**config.mk**
```make
export PLATFORM = sky130hd
export DESIGN_NAME = huffman_dec_flat
export DESIGN_NICKNAME = d
export VERILOG_FILES = /design/src/rtl/huffman_dec_if.sv /design/src/rtl/huffman_dec.sv /design/src/flat_wrapper.sv
export SDC_FILE = /design/constraint.sdc
export NUM_CORES = 1
export LEC_CHECK = 0
export BUFFER_PORTS_ARGS = -buffer_cell sky130_fd_sc_hd__buf_2
export CORE_UTILIZATION = 50
export DETAILED_ROUTE_END_ITERATION = 10
export PLACE_DENSITY = 0.77
export RECOVER_POWER = 100
export SLEW_MARGIN = 0
export SYNTH_ARGS = -nofsm -noshare
export SYNTH_HDL_FRONTEND = slang
export SYNTH_SLANG_ARGS = --single-unit
```
**constraint.sdc**
```tcl
create_clock -name clk -period 12.2 [get_ports clk]
set_input_delay 1.22 -clock clk [delete_from_list [all_inputs] [get_ports clk]]
set_output_delay 1.22 -clock clk [all_outputs]
set_load 0.05 [all_outputs]
```
**src/rtl/huffman_dec_if.sv**
```systemverilog
// huffman_dec_if: bus bundle for the Huffman decoder.
//   code_valid, HC1..HC6, M1..M6 : code-table load strobe and table contents
//   bit_valid, bit_in, bit_ready : serial MSB-first bitstream input handshake
//   sym_valid, sym_data          : decoded symbol index (1..6), one-cycle pulse
//   dec_err                      : sticky decode error flag
// master drives the table/bitstream side; slave is the decoder.
interface huffman_dec_if;
  logic       code_valid;
  logic [7:0] HC1, HC2, HC3, HC4, HC5, HC6;
  logic [7:0] M1, M2, M3, M4, M5, M6;
  logic       bit_valid;
  logic       bit_in;
  logic       bit_ready;
  logic       sym_valid;
  logic [7:0] sym_data;
  logic       dec_err;

  modport master (
    output code_valid, HC1, HC2, HC3, HC4, HC5, HC6,
           M1, M2, M3, M4, M5, M6, bit_valid, bit_in,
    input  bit_ready, sym_valid, sym_data, dec_err
  );

  modport slave (
    input  code_valid, HC1, HC2, HC3, HC4, HC5, HC6,
           M1, M2, M3, M4, M5, M6, bit_valid, bit_in,
    output bit_ready, sym_valid, sym_data, dec_err
  );
endinterface

```
**src/rtl/huffman_dec.sv**
```systemverilog
// huffman_dec: serial Huffman decoder, counterpart of the grayscale encoder.
// Captures a six-entry code table (HCn masked by Mn, Mn = 2^L-1, 0 = unused)
// on code_valid, then shifts in an MSB-first bitstream and emits the index
// of each completed codeword one clock after its last bit.
// Ports:
//   clk   : rising-edge clock
//   reset : synchronous active-high reset
//   bus   : huffman_dec_if.slave (table load, bit input, symbol output, error)
//   DCNT1..DCNT6 : per-symbol decode counters (only with HUFF_DEC_CNT_EN)
// Parameter MAX_LEN: longest legal codeword; an unmatched partial word of
// this length sends the decoder to its error state.
// Optional macro HUFF_DEC_CNT_EN adds the saturating DCNTn counters.
module huffman_dec #(
  parameter int MAX_LEN = 8
) (
  input  logic clk,
  input  logic reset,
  huffman_dec_if.slave bus
`ifdef HUFF_DEC_CNT_EN
  ,
  output logic [7:0] DCNT1,
  output logic [7:0] DCNT2,
  output logic [7:0] DCNT3,
  output logic [7:0] DCNT4,
  output logic [7:0] DCNT5,
  output logic [7:0] DCNT6
`endif
);

  localparam logic [1:0] ST_IDLE = 2'd0;
  localparam logic [1:0] ST_RUN  = 2'd1;
  localparam logic [1:0] ST_ERR  = 2'd2;

  logic [1:0] state;

  // Stored table: masked codeword, mask and codeword length per entry.
  logic [7:0] hc_q [6];
  logic [7:0] m_q  [6];
  logic [3:0] l_q  [6];

  logic [7:0] hc_in [6];
  logic [7:0] m_in  [6];
  logic [3:0] l_in  [6];

  // Only seven bits are ever held between bits; the eighth arrives with
  // the final accept and is consumed combinationally.
  logic [6:0] sr;
  logic [3:0] len;
  logic [7:0] sr_n;
  logic [3:0] len_n;

  logic       hit;
  logic [2:0] hit_idx;
  logic       accept;

  logic       sym_valid_q;
  logic [7:0] sym_data_q;
  logic       dec_err_q;

  always_comb begin
    hc_in[0] = bus.HC1; hc_in[1] = bus.HC2; hc_in[2] = bus.HC3;
    hc_in[3] = bus.HC4; hc_in[4] = bus.HC5; hc_in[5] = bus.HC6;
    m_in[0]  = bus.M1;  m_in[1]  = bus.M2;  m_in[2]  = bus.M3;
    m_in[3]  = bus.M4;  m_in[4]  = bus.M5;  m_in[5]  = bus.M6;
    // Length = position of highest mask bit + 1 (0 for an unused entry).
    for (int unsigned i = 0; i < 6; i++) begin
      l_in[i] = '0;
      for (int unsigned b = 0; b < 8; b++) begin
        if (m_in[i][b]) l_in[i] = 4'(b + 1);
      end
    end
  end

  assign accept = (state == ST_RUN) && bus.bit_valid;

  // Lowest-numbered matching entry wins if the table is not prefix-free.
  always_comb begin
    sr_n    = {sr, bus.bit_in};
    len_n   = len + 4'd1;
    hit     = 1'b0;
    hit_idx = '0;
    for (int unsigned i = 0; i < 6; i++) begin
      if (!hit && (m_q[i] != '0) && (l_q[i] == len_n) &&
          ((sr_n & m_q[i]) == hc_q[i])) begin
        hit     = 1'b1;
        hit_idx = 3'(i);
      end
    end
  end

  always_ff @(posedge clk) begin
    if (reset) begin
      state       <= ST_IDLE;
      for (int unsigned i = 0; i < 6; i++) begin
        hc_q[i] <= '0;
        m_q[i]  <= '0;
        l_q[i]  <= '0;
      end
      sr          <= '0;
      len         <= '0;
      sym_valid_q <= 1'b0;
      sym_data_q  <= '0;
      dec_err_q   <= 1'b0;
    end else begin
      sym_valid_q <= 1'b0;
      if (bus.code_valid) begin
        // A load takes priority over a same-cycle bit, which is dropped.
        for (int unsigned i = 0; i < 6; i++) begin
          hc_q[i] <= hc_in[i] & m_in[i];
          m_q[i]  <= m_in[i];
          l_q[i]  <= l_in[i];
        end
        sr        <= '0;
        len       <= '0;
        state     <= ST_RUN;
        dec_err_q <= 1'b0;
      end else if (accept) begin
        if (hit) begin
          sym_valid_q <= 1'b1;
          sym_data_q  <= {5'd0, hit_idx} + 8'd1;
          sr          <= '0;
          len         <= '0;
        end else if (len_n == 4'(MAX_LEN)) begin
          state     <= ST_ERR;
          dec_err_q <= 1'b1;
          sr        <= '0;
          len       <= '0;
        end else begin
          sr  <= sr_n[6:0];
          len <= len_n;
        end
      end
    end
  end

  assign bus.bit_ready = (state == ST_RUN);
  assign bus.sym_valid = sym_valid_q;
  assign bus.sym_data  = sym_data_q;
  assign bus.dec_err   = dec_err_q;

`ifdef HUFF_DEC_CNT_EN
  logic [7:0] dcnt [6];

  // Counted at the edge that raises sym_valid, so DCNTn is current while
  // the pulse is visible.
  always_ff @(posedge clk) begin
    if (reset || bus.code_valid) begin
      for (int unsigned i = 0; i < 6; i++) dcnt[i] <= '0;
    end else if (accept && hit && (dcnt[hit_idx] != 8'hFF)) begin
      dcnt[hit_idx] <= dcnt[hit_idx] + 8'd1;
    end
  end

  assign DCNT1 = dcnt[0];
  assign DCNT2 = dcnt[1];
  assign DCNT3 = dcnt[2];
  assign DCNT4 = dcnt[3];
  assign DCNT5 = dcnt[4];
  assign DCNT6 = dcnt[5];
`endif

endmodule

```
**src/flat_wrapper.sv**
```systemverilog
// flat-port wrapper written by rule: the top's interface ports become plain ports
module huffman_dec_flat 
#(
  parameter int MAX_LEN = 8
)
  (clk, reset, bus_code_valid, bus_HC1, bus_HC2, bus_HC3, bus_HC4, bus_HC5, bus_HC6, bus_M1, bus_M2, bus_M3, bus_M4, bus_M5, bus_M6, bus_bit_valid, bus_bit_in, bus_bit_ready, bus_sym_valid, bus_sym_data, bus_dec_err);
  huffman_dec_if bus_i ();
  input  logic clk;
  input  logic reset;
  input wire logic [$bits(bus_i.code_valid)-1:0] bus_code_valid;
  input wire logic [$bits(bus_i.HC1)-1:0] bus_HC1;
  input wire logic [$bits(bus_i.HC2)-1:0] bus_HC2;
  input wire logic [$bits(bus_i.HC3)-1:0] bus_HC3;
  input wire logic [$bits(bus_i.HC4)-1:0] bus_HC4;
  input wire logic [$bits(bus_i.HC5)-1:0] bus_HC5;
  input wire logic [$bits(bus_i.HC6)-1:0] bus_HC6;
  input wire logic [$bits(bus_i.M1)-1:0] bus_M1;
  input wire logic [$bits(bus_i.M2)-1:0] bus_M2;
  input wire logic [$bits(bus_i.M3)-1:0] bus_M3;
  input wire logic [$bits(bus_i.M4)-1:0] bus_M4;
  input wire logic [$bits(bus_i.M5)-1:0] bus_M5;
  input wire logic [$bits(bus_i.M6)-1:0] bus_M6;
  input wire logic [$bits(bus_i.bit_valid)-1:0] bus_bit_valid;
  input wire logic [$bits(bus_i.bit_in)-1:0] bus_bit_in;
  output wire logic [$bits(bus_i.bit_ready)-1:0] bus_bit_ready;
  output wire logic [$bits(bus_i.sym_valid)-1:0] bus_sym_valid;
  output wire logic [$bits(bus_i.sym_data)-1:0] bus_sym_data;
  output wire logic [$bits(bus_i.dec_err)-1:0] bus_dec_err;
  assign bus_i.code_valid = bus_code_valid;
  assign bus_i.HC1 = bus_HC1;
  assign bus_i.HC2 = bus_HC2;
  assign bus_i.HC3 = bus_HC3;
  assign bus_i.HC4 = bus_HC4;
  assign bus_i.HC5 = bus_HC5;
  assign bus_i.HC6 = bus_HC6;
  assign bus_i.M1 = bus_M1;
  assign bus_i.M2 = bus_M2;
  assign bus_i.M3 = bus_M3;
  assign bus_i.M4 = bus_M4;
  assign bus_i.M5 = bus_M5;
  assign bus_i.M6 = bus_M6;
  assign bus_i.bit_valid = bus_bit_valid;
  assign bus_i.bit_in = bus_bit_in;
  assign bus_bit_ready = bus_i.bit_ready;
  assign bus_sym_valid = bus_i.sym_valid;
  assign bus_sym_data = bus_i.sym_data;
  assign bus_dec_err = bus_i.dec_err;
  huffman_dec #(.MAX_LEN(MAX_LEN)) u_core (.clk(clk), .reset(reset), .bus(bus_i));
endmodule
```
# == Word-level counts from Yosys, hierarchy flattened ==
# Memory sizes are Yosys's and may differ from the RTL's.
# Index checks and enable logic that the tools add are counted.
# totals
ramBits,120
memories,3
ff_bits,22
out_inout_bits,11
input_bits,101
# classes
bitwise,33
eq_ne,15
reduce_logical,36
mux,91
addsub,2
# memory_table
name,words,word_bits,read_ports,rd_ports_with_merged_regs,write_ports,line_no,text
u_core.hc_q,6,8,6,0,6,huffman_dec.sv:37,logic [7:0] hc_q [6];
u_core.m_q,6,8,6,0,6,huffman_dec.sv:38,logic [7:0] m_q [6];
u_core.l_q,6,4,6,0,6,huffman_dec.sv:39,logic [3:0] l_q [6];
# ops
op,n
AND 8 bit,12
2-to-1 mux 8 bit,12
2-to-1 mux 4 bit,20
2-to-1 mux 3 bit,22
== test 8 bit,6
nonzero test 8 bit,6
== test 4 bit,6
2-to-1 mux 2 bit,12
2-to-1 mux 1 bit,23
logical AND 1 bit,18
bitwise OR 1 bit,18
2-to-1 mux 7 bit,2
AND reduction 3 bit,3
zero test 1 bit,5
adder 3 x 1 -> 4 bit (second input constant),1
adder 4 x 1 -> 4 bit (second input constant),1
== test 4 bit (second input constant),1
nonzero test 2 bit,2
NOT 1 bit,3
OR reduction 3 bit,1
== test 2 x 1 -> 1 bit (second input constant),1
inequality test 2 bit (second input constant),1
OR reduction 2 bit,1

# == Longest topological paths before layout ==
# Gate-level depths: netlist of run 1.
# logic_depth
word_depth,33
mapped_depth,14
depth_no_buf,12

# == Least setup slack after synthesis of run 1 ==
# No wires, ideal clock.
# synth_timing
kind,input to register
start,in bus_code_valid
end,reg u_core.len[0]
arrival_time_ns,5.541
stages,5
setup_slack_ns,6.533
required_time_ns,12.074
path_cell_list,or2_2 > clkbuf_1 > nor2_1 > nand2_1 > o31ai_1
# synth_between
elab_chain_cells,1
# synth_lines
item,line_no,text
"start, declared",flat_wrapper.sv:10,input wire logic [$bits(bus_i.code_valid)-1:0] bus_code_valid;
OR reduction 2 bit (no line),n/a,
"end signal, assigned",huffman_dec.sv:130,len <= len_n;
"end, declared",huffman_dec.sv:48,logic [3:0] len;
# No other way between the ends.
# A chain may end at the register's enable or synchronous reset.

# == Final worst setup path of run 1 ==
# layout_timing
start,in reset
end,reg u_core.sr[6]
# layout_between
elab_chain_cells,1
# layout_lines
item,line_no,text
"start, declared",flat_wrapper.sv:9,input logic reset;
OR reduction 2 bit (no line),n/a,
"end signal, assigned",huffman_dec.sv:129,sr <= sr_n[6:0];
"end, declared",huffman_dec.sv:47,logic [6:0] sr;
# No other way between the ends.

==> flow_summary.json, run 1 <==
{
  "start_kind": "input pin",
  "switchingPower_mw": 0.2753,
  "p_per_area_mw_per_mm2": 139.1,
  "grt_use_total_pct": 24.36,
  "syn_inst": 662,
  "min_path_type": "flop to flop",
  "layout_min_cycle_time_ns": 4.819,
  "overflow": 0,
  "fmax_mhz": 207.5,
  "cts_tree": "built",
  "finalSetupViolCount": 0,
  "cts-root-buf": "clkbuf_16",
  "swShare_pct": 24.11,
  "grt_first_pass_wirelength_mm": 26.97,
  "synth_top_area_cell": "edfxtp_1",
  "dp_slack_ns": 8.609,
  "crit_buf_inv": 2,
  "report.final.slew_viol_count": 132,
  "crit_type": "input pin to flop",
  "p_leak_nw": 3.289,
  "crit_arrival_ns": 5.12,
  "worst_setup_path_end_kind": "flop",
  "layout_commonest_cell": "edfxtp_1",
  "grt_antenna_before_repair": 0,
  "nFillCells": 1132,
  "area_delta_synth_final_pct": 16.02,
  "diodes": 0,
  "drive_gt1_share_pct": 18.81,
  "yosysWarnings": 0,
  "wirelength_mm": 16.91,
  "drt_pass1_iterations": 5,
  "skew_ns": 0.007706,
  "p_int_mw": 0.8664,
  "critPathMaxStageDelay_ns": 1.96,
  "initial_core_util_pct": 51.17,
  "clock_latency_ns": 0.42,
  "yosysTopAreaCellShare_pct": 48.38,
  "synth-edff-count": 114,
  "die_area_mm2": 0.01463,
  "place_hpwl_mm": 11.59,
  "clkTransAtPathRegs_ns": 0.06,
  "power_frac_seq_pct": 48.0,
  "ios": 112,
  "numCtsBuffers": 17,
  "rsz0062_at_grt": "false",
  "fin_crit_sh_pct": 39.50,
  "postLayoutSetupSlackWorst_ns": 7.381,
  "setup_tns_ns": 0,
  "grt_pass1_vias": 5343,
  "dp_cells": 919,
  "row_count": 43,
  "htreeDepth": 4,
  "postRouteAntennaNets": 0,
  "clockBufferDepth": 2,
  "drv_cap": 2,
  "ys_seq_elements": 132,
  "critical-path-top-delay-family": "simple AND/OR/NAND/NOR gates",
  "crit_fanout": 82,
  "slew_headroom_pct": -89.47,
  "viasPerCell": 5.731,
  "vdd_ir_drop_max_mv": 0.09836,
  "dieWidth_um": 121.0,
  "drtIter0Drc": 446,
  "final_cell_mix": "114 x edfxtp_1, 99 x buf_2, 67 x nand2_1",
  "async_flop_share_pct": 0,
  "synth_area_leaders": "edfxtp_1 48%, xor2_1 5.6%, and3_1 5.3%, dfxtp_1 5.1%, and2_1 3.7%",
  "core-area_mm2": 0.01383,
  "final_cells": 951,
  "cp_cell_sequence": "clkbuf_1 > or2_0 > buf_4 > nor2_1 > nand2_1 > o31ai_1",
  "syn_area_per_cell_um2": 10.69,
  "via_count": 5450,
  "status": "complete, but fails checks",
  "worstPathRequired_ns": 12.50,
  "hold_viol_final": 0,
  "cts_setup_buffers": 0,
  "numPortBuffers": 107,
  "seq_area_frac_synth_pct": 53.47,
  "routabilityCongestion": 0.9023,
  "slowest_stage": "or2_0",
  "syn-cell-area_mm2": 0.007076,
  "ys_types": 64,
  "wl_per_cell_um": 17.78,
  "grt_max_degree": 92,
  "ctsHoldBuffers": 0,
  "clkPwrFrac_pct": 42.8,
  "max_slew.worst_pin.slew_ns": 2.842,
  "die_h_um": 121.0,
  "synthFlopType": "edfxtp_1",
  "drc": 0,
  "clock-sinks": 132,
  "r2r_slack_ns": 7.87,
  "postCtsResizedCells": 0,
  "violations": "capacitance limit, slew limit",
  "p_total_mw": 1.142,
  "nets": 861,
  "comb_power_share_pct": 9.2
}
-- registers in the layout (all words and copies together), names as in the netlist --
name,flops
u_core.sr,7
u_core.len,4
u_core.state,2
u_core.bus.sym_data,4
u_core.bus.sym_valid,1
u_core.hc_q,48
u_core.m_q,44
u_core.l_q,22
-- layer usage --
layer / global-route usage, % / part of all wire, % / vias to the layer above
li1: - / - / 2616
met5: 0 / 0 / -
met3: 4.699 / 7.3 / 52
met1: 30.40 / 41 / 2546
met2: 40.39 / 49 / 236
met4: 12.11 / 3.2 / 0
-- cells by family (layout without fill, tap and decap cells) --
logic type | Yosys count | count (layout) | share of synthesized area [%]
flops | 132 | 132 | 53.47
mux | 5 | 5 | 0.7780
simple gates | 337 | 337 | 26.21
fa+ha+maj | 2 | 2 | 0.3536
compound gates | 69 | 69 | 7.215
buf+inv | 54 | 160 | 3.501
xor+xnor | 62 | 62 | 8.417
other cells | 1 | 4 | 0.05300
-- through the flow --
stage | hold WS [ns] | utilization, % | area (um2)
5_1_grt | 0.4788 | 59.37 | 8209
3_3_place_gp | 0.4488 | 55.66 | 7696
4_1_cts | 0.4608 | 59.76 | 8263
3_5_place_dp | 0.4519 | 55.66 | 7696
2_1_floorplan | 0.4529 | - | 7087
6_report | 0.4621 | 59.37 | 8209
-- path summary, 6_finish.rpt --
check                                    start                                  end  cells after the start
setup reg to reg    u_core.len[0]$_SDFFE_PP0P_  u_core.bus.sym_data[2]$_SDFFE_PP0P_                     11
setup / recovery                         reset            u_core.sr[6]$_SDFFE_PP0P_                      6
hold reg to reg   u_core.state[1]$_SDFFE_PP0P_         u_core.state[1]$_SDFFE_PP0P_                      2
hold / removal    u_core.state[1]$_SDFFE_PP0P_         u_core.state[1]$_SDFFE_PP0P_                      2
-- tightest hold or removal path, stage by stage (launching register included) --
cell,delay [ns]
dfxtp_1,0.32
inv_1,0.05
a21oi_1,0.05
-- layout make-up --
type | count | area, um2 | share of cell area [%]
sequential | 132 | 3784 | 46.09
multi-input combinational | 479 | 3025 | 36.85
timing repair buffer | 109 | 536.8 | 6.539
clock buffer | 18 | 429.2 | 5.228
tap | 180 | 225.2 | 2.743
clock inverter | 14 | 137.6 | 1.677
inverter | 19 | 71.32 | 0.8688
-- power groups by stage --
stage	registers [mW]	logic, mW	clock network [mW]
after floorplan	0.549	0.0705	0
after detailed placement	0.555	0.106	0
after global routing	0.550	0.117	0.511
final	0.548	0.105	0.489
after global placement	0.554	0.102	0
after CTS	0.547	0.108	0.493
-- cells in the mapped netlist (all sizes together), types with 6 or more instances --
library cell	count
dfxtp	18
a21oi	23
nor3	31
xor2	46
nand2	67
nand3	15
edfxtp	114
o21ai	6
o31ai	10
and2	43
nand4	17
buf	18
nor4	29
clkbuf	17
nor2	52
and3	60
inv	19
xnor2	15
(Power assumes the default switching activity.)
==> run 2: changes to the inputs <==
- ABC_AREA: unset -> 1
- PLACE_DENSITY: 0.77 -> 0.79
- clock period: 12.2 -> 4.2 ns (I/O delays scaled with it)
==> run 2 against run 1 <==
Compared with the run above:
- first-iteration DRC count grew 31%
- cell count grew 35%
- setup slack lost 6.4 ns
- area after synthesis grew 6.2%
- combinational power grew to 3.4 times the previous value
- register-to-register slack lost 6.9 ns
- via count grew 20%
- power grew to 2.9 times the previous value
- critical path type is now flop to flop
- clock-buffer cell count grew 1
- the run still ends with capacitance limit, slew limit left
- critical endpoint is now u_core.state[0]$_SDFFE_PP0P_
- clock power grew to 2.8 times the previous value
- global-route usage shrank 1.3 points
==> flow_summary.json, run 2 <==
{
  "crit_arrival_ns": 3.51,
  "htreeDepth": 4,
  "numPortBuffers": 107,
  "via_count": 6554,
  "cp_cell_sequence": "ha_1 > nand2_1 > nand2_1 > nand2_1 > nand2_1 > nor2_1 > nand4_1 > nand2_1 > nor2_4 > nand3_1 > nor2_1 > nand2_1 > nand3_1 > nand2_1",
  "reg_top3": "u_core.hc_q x48, u_core.m_q x44, u_core.l_q x22",
  "drt_pass1_iterations": 6,
  "worstPathRequired_ns": 4.46,
  "diodes": 0,
  "routabilityCongestion": 0.8838,
  "netlist_top_cells_count": "294 x nand2_1, 196 x nor2_1, 122 x inv_1, 114 x edfxtp_1, 56 x nand3_1",
  "synth-edff-count": 114,
  "yosysMostFrequentCell": "nand2_1",
  "worst_setup_path_end_kind": "flop",
  "grt_first_pass_wirelength_mm": 27.99,
  "p_leak_nw": 4.031,
  "setup_tns_ns": 0,
  "syn-cell-area_mm2": 0.007517,
  "nets": 1191,
  "ios": 112,
  "initial_core_util_pct": 51.53,
  "synth_area_leaders": "edfxtp_1 46%, nand2_1 15%, nor2_1 9.8%, inv_1 6.1%, dfxtp_1 4.8%",
  "synth_top_area_cell": "edfxtp_1",
  "yosysWarnings": 0,
  "yosysTopAreaCellShare_pct": 45.54,
  "area_delta_synth_final_pct": 15.13,
  "drive_gt1_share_pct": 14.17,
  "cts-root-buf": "clkbuf_16",
  "overflow": 0,
  "core-area_mm2": 0.01459,
  "layout_min_cycle_time_ns": 3.245,
  "start_kind": "flop",
  "drtIter0Drc": 585,
  "seq_area_frac_synth_pct": 50.33,
  "hold_viol_final": 0,
  "dp_slack_ns": 1.502,
  "row_count": 44,
  "clock_latency_ns": 0.42,
  "largest_reg_flops": 48,
  "drv_cap": 2,
  "slowest_stage": "dfxtp_1",
  "syn_area_per_cell_um2": 7.647,
  "final_cell_mix": "297 x nand2_1, 197 x nor2_1, 121 x inv_1",
  "die_area_mm2": 0.01553,
  "die_h_um": 124.6,
  "layout_commonest_cell": "nand2_1",
  "postCtsResizedCells": 0,
  "slew_headroom_pct": -86.26,
  "min_path_type": "input pin to flop",
  "max_slew.worst_pin.slew_ns": 2.794,
  "dieWidth_um": 124.6,
  "critical-path-top-delay-family": "simple AND/OR/NAND/NOR gates",
  "crit_buf_inv": 0,
  "status": "complete, but fails checks",
  "dp_cells": 1253,
  "viasPerCell": 5.100,
  "report.final.slew_viol_count": 136,
  "grt_pass1_vias": 5946,
  "place_hpwl_mm": 12.35,
  "postLayoutSetupSlackWorst_ns": 0.9551,
  "regMostFlops": "u_core.hc_q",
  "skew_ns": 0.006513,
  "final_cells": 1285,
  "cts_setup_buffers": 0,
  "path_common_cell": "nand2_1",
  "p_per_area_mw_per_mm2": 382.4,
  "clockBufferDepth": 2,
  "fin_crit_sh_pct": 77.26,
  "numCtsBuffers": 17,
  "async_flop_share_pct": 0,
  "rsz0062_at_grt": "false",
  "crit_type": "flop to flop",
  "synthFlopType": "edfxtp_1",
  "crit_fanout": 13,
  "vdd_ir_drop_max_mv": 0.3188,
  "wirelength_mm": 17.39,
  "grt_use_total_pct": 23.06,
  "syn_inst": 983,
  "ctsHoldBuffers": 0,
  "cts_tree": "built",
  "ys_types": 37,
  "grt_antenna_before_repair": 0,
  "drc": 0,
  "clock-sinks": 132,
  "violations": "capacitance limit, slew limit",
  "clkTransAtPathRegs_ns": 0.06,
  "ys_seq_elements": 132,
  "finalSetupViolCount": 0,
  "holdWs_ns": 0.3054,
  "postRouteAntennaNets": 0,
  "grt_max_degree": 71,
  "fmax_mhz": 308.2,
  "wl_per_cell_um": 13.53,
  "critPathMaxStageDelay_ns": 0.63
}
run 2: cell count changes after synthesis, sizes merged, moves of 11 or more:
cell,before,now
nor2,52,201
nand3,15,58
inv,19,123
nand2,67,305
and2,43,2
nor3,31,6
and3,60,1
nor4,29,0
o21ai,6,23
xor2,46,8
a31oi,1,12
run 2: worst paths after layout:
kind	depth (start not counted)	to	start	slack [ns]
max	14	u_core.state[0]$_SDFFE_PP0P_	u_core.len[0]$_SDFFE_PP0P_	0.96
min reg2reg	2	u_core.bus.sym_data[3]$_SDFFE_PP0P_	u_core.bus.sym_data[3]$_SDFFE_PP0P_	0.46
max reg2reg	14	u_core.state[0]$_SDFFE_PP0P_	u_core.len[0]$_SDFFE_PP0P_	0.96
min	3	u_core.hc_q[0][10]$_SDFFCE_PN0P_	bus_HC2[2]	0.31
run 2: through the flow:
stage | power (mW) | utilization [%] | cell area [um2]
2_1_floorplan | 1.841 | - | 7530
4_1_cts | 3.319 | 59.75 | 8717
6_report | 3.310 | 59.32 | 8655
3_5_place_dp | 1.971 | 56.01 | 8172
5_1_grt | 3.426 | 59.32 | 8655
3_3_place_gp | 1.963 | 56.01 | 8172
run 2: cells by family (layout without fill, tap and decap cells):
kind of cell / after synthesis / count (layout) / share of synthesized area (%)
and+or+nand+nor: 616 / 616 / 34.55
buffers and inverters: 152 / 267 / 8.422
DFF: 132 / 132 / 50.33
AOI/OAI and AO/OA: 65 / 65 / 4.561
xor gates and xnor gates: 15 / 15 / 1.748
adders and majority gates: 2 / 2 / 0.3328
other: 1 / 4 / 0.04989
run 2: power breakdown:
group	switching [mW]	internal, mW	total, mW
clock	0.554	0.808	1.36
sequential	0.0638	1.52	1.59
combinational	0.226	0.133	0.359
run 2: tightest hold or removal path, delay by kind of cell:
kind	cells	cell delay (ns)
buffers and inverters	1	0.07
and+or+nand+nor	2	0.12
run 2: routing by layer:
layer / GRT usage, % / routed length (um) / vias up / share of wire, %
li1: - / - / 3344 / -
met1: 29.77 / 7612 / 2964 / 44
met2: 38.32 / 8360 / 213 / 48
met3: 4.124 / 1011 / 33 / 5.8
met4: 9.213 / 408 / 0 / 2.3
met5: 0 / 0 / - / 0
run 2: final cells by class:
class,instances,area [um2]
Fill cell,1291,5934
Clock inverter,13,112.6
Timing Repair Buffer,111,541.8
Inverter,124,467.9
Sequential cell,132,3784
Clock buffer,19,432.9
Multi-Input combinational cell,702,3085
Tap cell,184,230.2
==> run 3: changes to the inputs <==
- PLACE_DENSITY: 0.79 -> 0.76
- clock period: 4.2 -> 3.3 ns (I/O delays scaled with it)
==> run 3 against run 2 <==
Compared with the run above:
- the run still ends with capacitance limit, slew limit left
- flip-flop and latch count unchanged
- cell count is the same
- sequential share of layout area about the same
- non-clock buffer count increased by 3
- first-iteration DRC count decreased by 3.4%
- critical path depth down 10
- sequential power grew 27%
- setup slack worse by 0.51 ns
- power up 24%
- via count decreased by 0.85%
- clock-buffer cell count decreased by 1
- critical path type is now input pin to flop
- critical endpoint is now u_core.m_q[0][19]$_SDFFCE_PN0P_
==> flow_summary.json, run 3 (synthesis results as in run 2) <==
{
  "cts_setup_buffers": 0,
  "diodes": 0,
  "min_from": "bus_HC6[0]",
  "dp_cells": 1256,
  "drv_cap": 2,
  "post-route-util_pct": 59.28,
  "crit_type": "input pin to flop",
  "via_count": 6498,
  "hold_path_end": "u_core.hc_q[0][40]$_SDFFCE_PN0P_",
  "largest_reg_flops": 48,
  "clockBufferDepth": 2,
  "final_cell_mix": "294 x nand2_1, 197 x nor2_1, 121 x inv_1",
  "fmax_mhz": 350.4,
  "p_total_mw": 4.096,
  "grt_first_pass_wirelength_mm": 28.85,
  "worstPathRequired_ns": 3.31,
  "dieWidth_um": 124.6,
  "grt_use_total_pct": 23.94,
  "grt_pass1_vias": 6246,
  "htreeDepth": 4,
  "ctsHoldBuffers": 0,
  "crit_fanout": 39,
  "cts-root-buf": "clkbuf_16",
  "wirelength_mm": 17.54,
  "status": "complete, but fails checks",
  "report.final.slew_viol_count": 76,
  "rsz0062_at_grt": "false",
  "fin_crit_sh_pct": 86.49,
  "p_per_area_mw_per_mm2": 473.6,
  "numPortBuffers": 107,
  "clock-sinks": 132,
  "worst_setup_path_end_kind": "flop",
  "r2r-start": "u_core.len[1]$_SDFFE_PP0P_",
  "nFillCells": 1324,
  "postCtsResizedCells": 0,
  "min_path_cells": 3,
  "reg_top3": "u_core.hc_q x48, u_core.m_q x44, u_core.l_q x22",
  "place_hpwl_mm": 12.44,
  "crit_arrival_ns": 2.87,
  "drt_pass1_iterations": 7,
  "finalSetupViolCount": 0,
  "drive_gt1_share_pct": 14.44,
  "cts_tree": "built",
  "setup_tns_ns": 0,
  "regMostFlops": "u_core.hc_q",
  "routabilityCongestion": 0.9014,
  "die_h_um": 124.6,
  "viasPerCell": 5.057,
  "row_count": 44,
  "critPathMaxStageDelay_ns": 1.34,
  "slew_headroom_pct": -12.97,
  "grt_antenna_before_repair": 0,
  "skew_ns": 0.009876,
  "holdWs_ns": 0.2172,
  "vdd_ir_drop_max_mv": 0.3577,
  "min_path_type": "input pin to flop",
  "clkTransAtPathRegs_ns": 0.06,
  "final_cells": 1285,
  "violations": "capacitance limit, slew limit",
  "start_kind": "input pin",
  "drtIter0Drc": 565,
  "grt_max_degree": 62,
  "layout_commonest_cell": "nand2_1",
  "initial_core_util_pct": 51.53,
  "nets": 1194,
  "max_slew.worst_pin.slew_ns": 1.685,
  "hold_viol_final": 0,
  "core-area_mm2": 0.01459,
  "layout_min_cycle_time_ns": 2.854,
  "clock_latency_ns": 0.43,
  "die_area_mm2": 0.01553,
  "ios": 112,
  "area_delta_synth_final_pct": 15.05,
  "p_leak_nw": 4.025,
  "overflow": 0,
  "postRouteAntennaNets": 0,
  "wl_per_cell_um": 13.65,
  "numCtsBuffers": 17,
  "timing.rr.end": "u_core.state[0]$_SDFFE_PP0P_",
  "r2r_cells": 15,
  "r2r_slack_ns": 0.59,
  "slowest_stage": "clkinvlp_2",
  "drc": 0,
  "cp_cell_sequence": "clkbuf_1 > nor2_1 > clkinvlp_2 > clkbuf_2"
}
==> run 3: critical path, delay by kind of cell <==
family,cells,cell delay [ns]
buffers and inverters,3,2.30
and+or+nand+nor,1,0.22
==> run 3: layout make-up <==
cell class	instances	area [um2]	area share (%)
well taps	184	230.2	2.662
inverters	124	466.7	5.396
flip-flops and latches	132	3784	43.75
clock inverters	11	67.56	0.7813
repair buffers	114	578.1	6.684
multi-input cells	702	3093	35.76
clock buffers	18	429.2	4.962
==> run 3: per-stage QoR <==
stage / cell area (um2) / setup slack [ns]
after global routing: 8648 / 0.2427
after global placement: 8194 / 0.8813
final: 8648 / 0.4460
after detailed placement: 8194 / 0.8129
after floorplan: 7530 / 0.8599
after CTS: 8691 / 0.7878
==> run 3: worst max-delay path by stage <==
stage | slack, ns | endpoint | startpoint
after floorplan | 0.86 | u_core.hc_q[0][0]$_SDFFCE_PN0P_ | bus_code_valid
after global placement | 0.88 | u_core.state[0]$_SDFFE_PP0P_ | u_core.len[1]$_SDFFE_PP0P_
after detailed placement | 0.81 | u_core.state[0]$_SDFFE_PP0P_ | u_core.len[1]$_SDFFE_PP0P_
after CTS | 0.79 | u_core.bus.sym_data[2]$_SDFFE_PP0P_ | u_core.len[1]$_SDFFE_PP0P_
after global routing | 0.24 | u_core.hc_q[0][22]$_SDFFCE_PN0P_ | bus_code_valid
final | 0.45 | u_core.m_q[0][19]$_SDFFCE_PN0P_ | bus_code_valid
==> run 3: power by group <==
group | leakage, nW | switching, mW | internal, mW
combinational | 2.41 | 0.287 | 0.172
sequential | 1.37 | 0.0809 | 1.94
clock | 0.238 | 0.684 | 0.933
==> run 3: metal layers <==
| metal | global-route usage [%] | up-vias | wire [um] |
|---|---|---|---|
| li1 | - | 3346 | - |
| met1 | 29.93 | 2902 | 7635 |
| met2 | 39.52 | 208 | 8306 |
| met3 | 5.069 | 42 | 1048 |
| met4 | 11.34 | 0 | 549 |
| met5 | 0 | - | 0 |
